**config.mk**
```make
export PLATFORM = sky130hd
export DESIGN_NAME = mem_seq_flat
export DESIGN_NICKNAME = d
export VERILOG_FILES = /design/src/rtl/mem_pkg.sv /design/src/rtl/mem_seq_if.sv /design/src/rtl/mem_seq.sv /design/src/flat_wrapper.sv
export SDC_FILE = /design/constraint.sdc
export NUM_CORES = 1
export LEC_CHECK = 0
export ABC_AREA = 1
export BUFFER_PORTS_ARGS = -buffer_cell sky130_fd_sc_hd__buf_4
export CAP_MARGIN = 20
export CORE_UTILIZATION = 51
export CTS_BUF_LIST = sky130_fd_sc_hd__clkbuf_4
export CTS_CLUSTER_SIZE = 16
export DETAILED_ROUTE_END_ITERATION = 7
export PLACE_DENSITY = 0.83
export SKIP_LAST_GASP = 1
export SYNTH_ARGS = -nofsm -noshare
export SYNTH_HDL_FRONTEND = slang
export SYNTH_SLANG_ARGS = --single-unit
```
**constraint.sdc**
```tcl
create_clock -name clk -period 1.76 [get_ports clk]
set_input_delay 0.088 -clock clk [delete_from_list [all_inputs] [get_ports clk]]
set_output_delay 0.088 -clock clk [all_outputs]
set_load 0.01 [all_outputs]
```
**src/rtl/mem_pkg.sv**
```systemverilog
// Shared types and widths for the memory access sequencer.
package mem_pkg;

  localparam int unsigned FIELD_W = 3;
  localparam int unsigned ADDR_W  = 12;
  localparam int unsigned WORD_W  = 12;
  localparam int unsigned RAM_AW  = FIELD_W + ADDR_W;

  typedef enum logic [1:0] {
    OP_READ  = 2'b00,
    OP_WRITE = 2'b01,
    OP_INCR  = 2'b10,
    OP_RSVD  = 2'b11
  } op_e;

  typedef enum logic [2:0] {
    IDLE = 3'd0,
    WR   = 3'd1,
    RD   = 3'd2,
    CAP  = 3'd3,
    INCW = 3'd4,
    DONE = 3'd5
  } state_e;

  // 12-bit increment; 0o7777 wraps to 0o0000.
  function automatic logic [0:WORD_W-1] word_inc(input logic [0:WORD_W-1] w);
    return w + WORD_W'(1);
  endfunction

endpackage

```
**src/rtl/mem_seq_if.sv**
```systemverilog
// CPU-side request/response bundle of the memory sequencer.
interface mem_seq_if;
  import mem_pkg::*;

  logic                req;
  logic [1:0]          op;
  logic [0:FIELD_W-1]  field;
  logic [0:ADDR_W-1]   addr;
  logic [0:WORD_W-1]   wdata;
  logic [0:WORD_W-1]   rdata;
  logic                zero;
  logic                ack;
  logic                busy;
  logic                nxm;

  // Requester side.
  modport master (
    output req, op, field, addr, wdata,
    input  rdata, zero, ack, busy, nxm
  );

  // Sequencer side.
  modport slave (
    input  req, op, field, addr, wdata,
    output rdata, zero, ack, busy, nxm
  );

endinterface

```
**src/rtl/mem_seq.sv**
```systemverilog
// Memory access sequencer: read, write and read-increment-write against a
// synchronous single-port RAM that lives outside this module.
// Optional feature: define MEM_LIMIT_EN to flag accesses to fields at or
// above MEM_FIELDS as non-existent memory (no RAM write, reads return 0).
module mem_seq
  import mem_pkg::*;
#(
  parameter int unsigned MEM_FIELDS = 2
) (
  input  logic                clk,
  input  logic                reset,
  mem_seq_if.slave            bus,
  output logic [0:RAM_AW-1]   ram_addr,
  output logic [0:WORD_W-1]   ram_din,
  output logic                ram_we,
  input  logic [0:WORD_W-1]   ram_dout
);

`ifdef MEM_LIMIT_EN
  localparam bit LIMIT_EN = 1'b1;
`else
  localparam bit LIMIT_EN = 1'b0;
`endif

  state_e              state_q;
  op_e                 op_q;
  logic                lim_q;
  logic [0:RAM_AW-1]   ram_addr_q;
  logic [0:WORD_W-1]   ram_din_q;
  logic                ram_we_q;
  logic [0:WORD_W-1]   rdata_q;
  logic                zero_q;
  logic                ack_q;
  logic                busy_q;
  logic                nxm_q;

  op_e                 op_c;
  op_e                 op_norm_c;
  logic                lim_c;
  logic [0:WORD_W-1]   inc_c;
  logic [0:WORD_W-1]   cap_val_c;

  // Request decode: reserved op behaves as read; field limit check when enabled.
  always_comb begin
    op_c      = op_e'(bus.op);
    op_norm_c = (op_c == OP_RSVD) ? OP_READ : op_c;
    lim_c     = LIMIT_EN && (32'(bus.field) >= MEM_FIELDS);
    inc_c     = word_inc(ram_dout);
    cap_val_c = (op_q == OP_INCR) ? inc_c : ram_dout;
  end

  // Access sequencer with registered outputs; RAM write strobe is set on entry
  // to WR/INCW so it is high for exactly that one state.
  always_ff @(posedge clk) begin
    if (reset) begin
      state_q    <= IDLE;
      op_q       <= OP_READ;
      lim_q      <= 1'b0;
      ram_addr_q <= '0;
      ram_din_q  <= '0;
      ram_we_q   <= 1'b0;
      rdata_q    <= '0;
      zero_q     <= 1'b0;
      ack_q      <= 1'b0;
      busy_q     <= 1'b0;
      nxm_q      <= 1'b0;
    end else begin
      ack_q    <= 1'b0;
      ram_we_q <= 1'b0;
      unique case (state_q)
        IDLE: begin
          if (bus.req) begin
            op_q       <= op_norm_c;
            lim_q      <= lim_c;
            ram_addr_q <= {bus.field, bus.addr};
            ram_din_q  <= bus.wdata;
            busy_q     <= 1'b1;
            if (op_norm_c == OP_WRITE) begin
              state_q  <= WR;
              ram_we_q <= !lim_c;
            end else begin
              state_q  <= RD;
            end
          end
        end
        WR: begin
          state_q <= DONE;
          ack_q   <= 1'b1;
          zero_q  <= 1'b0;
          nxm_q   <= lim_q;
        end
        RD: begin
          state_q <= CAP;
        end
        CAP: begin
          nxm_q <= lim_q;
          if (lim_q) begin
            rdata_q <= '0;
            zero_q  <= 1'b1;
          end else begin
            rdata_q <= cap_val_c;
            zero_q  <= (cap_val_c == '0);
          end
          if (op_q == OP_INCR) begin
            ram_din_q <= inc_c;
            ram_we_q  <= !lim_q;
            state_q   <= INCW;
          end else begin
            ack_q   <= 1'b1;
            state_q <= DONE;
          end
        end
        INCW: begin
          state_q <= DONE;
          ack_q   <= 1'b1;
        end
        DONE: begin
          state_q <= IDLE;
          busy_q  <= 1'b0;
        end
        default: begin
          state_q <= IDLE;
          busy_q  <= 1'b0;
        end
      endcase
    end
  end

  assign ram_addr  = ram_addr_q;
  assign ram_din   = ram_din_q;
  assign ram_we    = ram_we_q;
  assign bus.rdata = rdata_q;
  assign bus.zero  = zero_q;
  assign bus.ack   = ack_q;
  assign bus.busy  = busy_q;
  assign bus.nxm   = nxm_q;

endmodule

```
**src/flat_wrapper.sv**
```systemverilog
// flat-port wrapper written by rule: the top's interface ports become plain ports
module mem_seq_flat import mem_pkg::*;
#(
  parameter int unsigned MEM_FIELDS = 2
)
  (clk, reset, ram_addr, ram_din, ram_we, ram_dout, bus_req, bus_op, bus_field, bus_addr, bus_wdata, bus_rdata, bus_zero, bus_ack, bus_busy, bus_nxm);
  mem_seq_if bus_i ();
  input  logic clk;
  input  logic reset;
  output logic [0:RAM_AW-1] ram_addr;
  output logic [0:WORD_W-1] ram_din;
  output logic ram_we;
  input  logic [0:WORD_W-1] ram_dout;
  input wire logic [$bits(bus_i.req)-1:0] bus_req;
  input wire logic [$bits(bus_i.op)-1:0] bus_op;
  input wire logic [$bits(bus_i.field)-1:0] bus_field;
  input wire logic [$bits(bus_i.addr)-1:0] bus_addr;
  input wire logic [$bits(bus_i.wdata)-1:0] bus_wdata;
  output wire logic [$bits(bus_i.rdata)-1:0] bus_rdata;
  output wire logic [$bits(bus_i.zero)-1:0] bus_zero;
  output wire logic [$bits(bus_i.ack)-1:0] bus_ack;
  output wire logic [$bits(bus_i.busy)-1:0] bus_busy;
  output wire logic [$bits(bus_i.nxm)-1:0] bus_nxm;
  assign bus_i.req = bus_req;
  assign bus_i.op = bus_op;
  assign bus_i.field = bus_field;
  assign bus_i.addr = bus_addr;
  assign bus_i.wdata = bus_wdata;
  assign bus_rdata = bus_i.rdata;
  assign bus_zero = bus_i.zero;
  assign bus_ack = bus_i.ack;
  assign bus_busy = bus_i.busy;
  assign bus_nxm = bus_i.nxm;
  mem_seq #(.MEM_FIELDS(MEM_FIELDS)) u_core (.clk(clk), .reset(reset), .bus(bus_i), .ram_addr(ram_addr), .ram_din(ram_din), .ram_we(ram_we), .ram_dout(ram_dout));
endmodule
```
==> flow_summary.yaml <==
run_status:
  status: "completed"
clocking:
  cts_buffer_depth: 2
  cts_tree: "built"
  worstSkewPairLatency_ps: 360
  ctsHoldBuffers: 24
  ctsHtreeMaxLevel: 2
  numCtsBuffers: 5
  post-cts-setup-buffer-count: 0
  clkSinkCount: 48
  cts_resized: 0
  cts_root_buffer: "clkbuf_4"
  path_clk_slew_ps: 140
critical_path:
  cp.required_ps: 2050
  crit_fanout: 10
  crit_path_start_kind: "flip-flop"
  worstPathArrival_ps: 1870
  cpMostUsedCell: "nand2_1"
  critPathSlowestCell: "dfxtp_1"
  critPathTopFamily: "simple AND/OR/NAND/NOR gates"
  critPathKind: "reg2reg"
  critPathBufInv: 1
  critPathCaptureType: "flip-flop"
  worstPathCellList: "nand2_1 -> nor2_2 -> nand2_1 -> nand2_1 -> buf_4 -> o21ai_0 -> a21oi_1"
  slowest_delay_ps: 440
floorplan:
  coreArea_um2: 4354
  boundaryPins: 88
  rows: 24
  dieArea_um2: 4832
  dieHeight_um: 69.52
  die_w_um: 69.52
  initial_core_util_pct: 53.39
timing:
  final.period_utilization_pct: 89.60
  tns_ps: 0
  hold_viol: 0
  finalMaxSlewViolations: 0
  fin_ws_ps: 183.1
  fmax_mhz: 634.2
  rsz0062_at_grt: "no"
  worst_clock_skew_ps: 6.718
  fin_crit_ps: 1577
  hold_ws_ps: 19.74
  setup_viol: 0
final_layout:
  finalNetCount: 501
  final.fill_count: 336
  syn2layout_area_growth_pct: 42.57
  final_cell_mix: "115 x nand2_1, 94 x buf_4, 48 x dfxtp_1, 38 x a21oi_1, 33 x inv_1"
  layout-drive-gt1-share_pct: 24.07
  final_common_cell: "nand2_1"
  design_area_um2: 3314
  antenna_cells: 0
placement:
  placed_cell_area_um2: 3018
  dp_hpwl_um: 4491
  gp_congestion: 0.9634
  pre_cts_ws_ps: 250.9
  io_buffers: 86
yosys:
  ys_warn_count: 0
  ys_seq_elements: 48
  syn_nets: 391
  syn_avg_cell_area_um2: 6.719
  postSynthCellCount: 346
  synthesis.area_um2: 2325
  ys_seq_area_share_pct: 41.33
  ys_types: 26
hold_path:
  hold_class: "in2reg"
global_route:
  overflow: 0
  grt_pass1_wl_um: 10620
  grt_use_total_pct: 26.95
  grt_pass1_vias: 2432
  grt_max_degree: 29
  antenna_found_initial: 0
run:
  cap_violations: 0
power_and_ir_drop:
  max-vdd-ir-drop_mv: 0.5818
  power_density_nw_per_um2: 1048
  leakagePower_nw: 1.623
  finalPower_mw: 3.473
drt:
  drt-vias-per-instance: 5.118
  drt_iter0_markers: 122
  first_pass_iters: 4
  drc: 0
  routed_wl_um: 6288
  wl_per_cell_um: 12.35
  via_count: 2605
  drtAntennaViolNets: 0
## kinds of logic after synthesis
group	Yosys count	synth area share, %
adders and majority gates	1	0.5381
and+or+nand+nor	171	31.11
other	1	0.1613
AOI/OAI and AO/OA	75	17.87
DFF	48	41.33
buffers and inverters	50	8.988
## per-stage QoR
stage	instances	util [%]
final	509	76.12
after detailed placement	477	69.31
after global placement	477	69.31
after CTS	509	76.12
after global routing	509	76.12
after floorplan	346	-
## sequential cells by signal, summed over array words and instances (netlist names)
name / flops
u_core.bus.ack: 1
u_core.bus.busy: 1
u_core.bus.rdata: 12
u_core.bus.zero: 1
u_core.op_q: 2
u_core.ram_addr: 15
u_core.ram_din: 12
u_core.ram_we: 1
u_core.state_q: 3
## tightest hold or removal path, cell delays in order
cell and delay, ps:
buf_4 80, a21oi_1 50, a21oi_1 130
## cell usage after synthesis
cell type / count / area share, %
ha_1: 1 / 0.54
a31oi_1: 6 / 1.6
a21oi_2: 1 / 0.38
inv_2: 1 / 0.16
clkbuf_1: 6 / 0.97
nand3_1: 25 / 5.4
nor3_1: 4 / 0.86
a2111oi_0: 1 / 0.38
o21ai_0: 18 / 3.9
buf_2: 5 / 1.1
nor2_1: 16 / 2.6
o21ai_1: 2 / 0.43
nand3_2: 2 / 0.86
nor2_2: 1 / 0.27
inv_1: 33 / 5.3
nand2_2: 2 / 0.54
dfxtp_1: 48 / 41
nor2_4: 2 / 0.97
nand2_1: 115 / 19
o211ai_1: 8 / 2.6
a21oi_1: 38 / 8.2
clkinv_1: 1 / 0.16
nand4_1: 4 / 1.1
conb_1: 1 / 0.16
o211a_1: 1 / 0.43
buf_4: 4 / 1.3
## layer usage
layer | wire (um) | up-vias | GRT usage [%]
met4 | 99 | 0 | 8.844
met5 | 0 | - | 0
met3 | 439 | 10 | 5.959
li1 | - | 1353 | -
met1 | 2652 | 1136 | 32.87
met2 | 3096 | 106 | 46.82
## final timing paths
path | from | depth (start not counted) | slack [ps] | endpoint
setup / recovery | u_core.state_q[0] | 7 | 180 | u_core.ram_din[6]
hold / removal | bus_wdata[6] | 3 | 20 | u_core.ram_din[5]
setup reg to reg | u_core.state_q[0] | 7 | 180 | u_core.ram_din[6]
hold reg to reg | u_core.ram_addr[14] | 2 | 480 | u_core.ram_addr[14]
## cell type report
class	count	area (um2)	share of cell area, %
Clock buffer	6	45.04	1.359
Timing Repair Buffer	118	945.9	28.54
Inverter	35	131.4	3.964
Tap cell	52	65.06	1.963
Multi-Input combinational cell	248	1155	34.84
Sequential cell	48	960.9	28.99
Clock inverter	2	11.26	0.3398
## where the power goes
| part | internal (mW) | switching, mW | total [mW] |
|---|---|---|---|
| Clock | 0.168 | 0.347 | 0.515 |
| Sequential | 1.35 | 0.147 | 1.49 |
| Combinational | 0.652 | 0.812 | 1.46 |
| Total | 2.17 | 1.31 | 3.47 |
No activity file was read; power rests on OpenSTA's default activity.
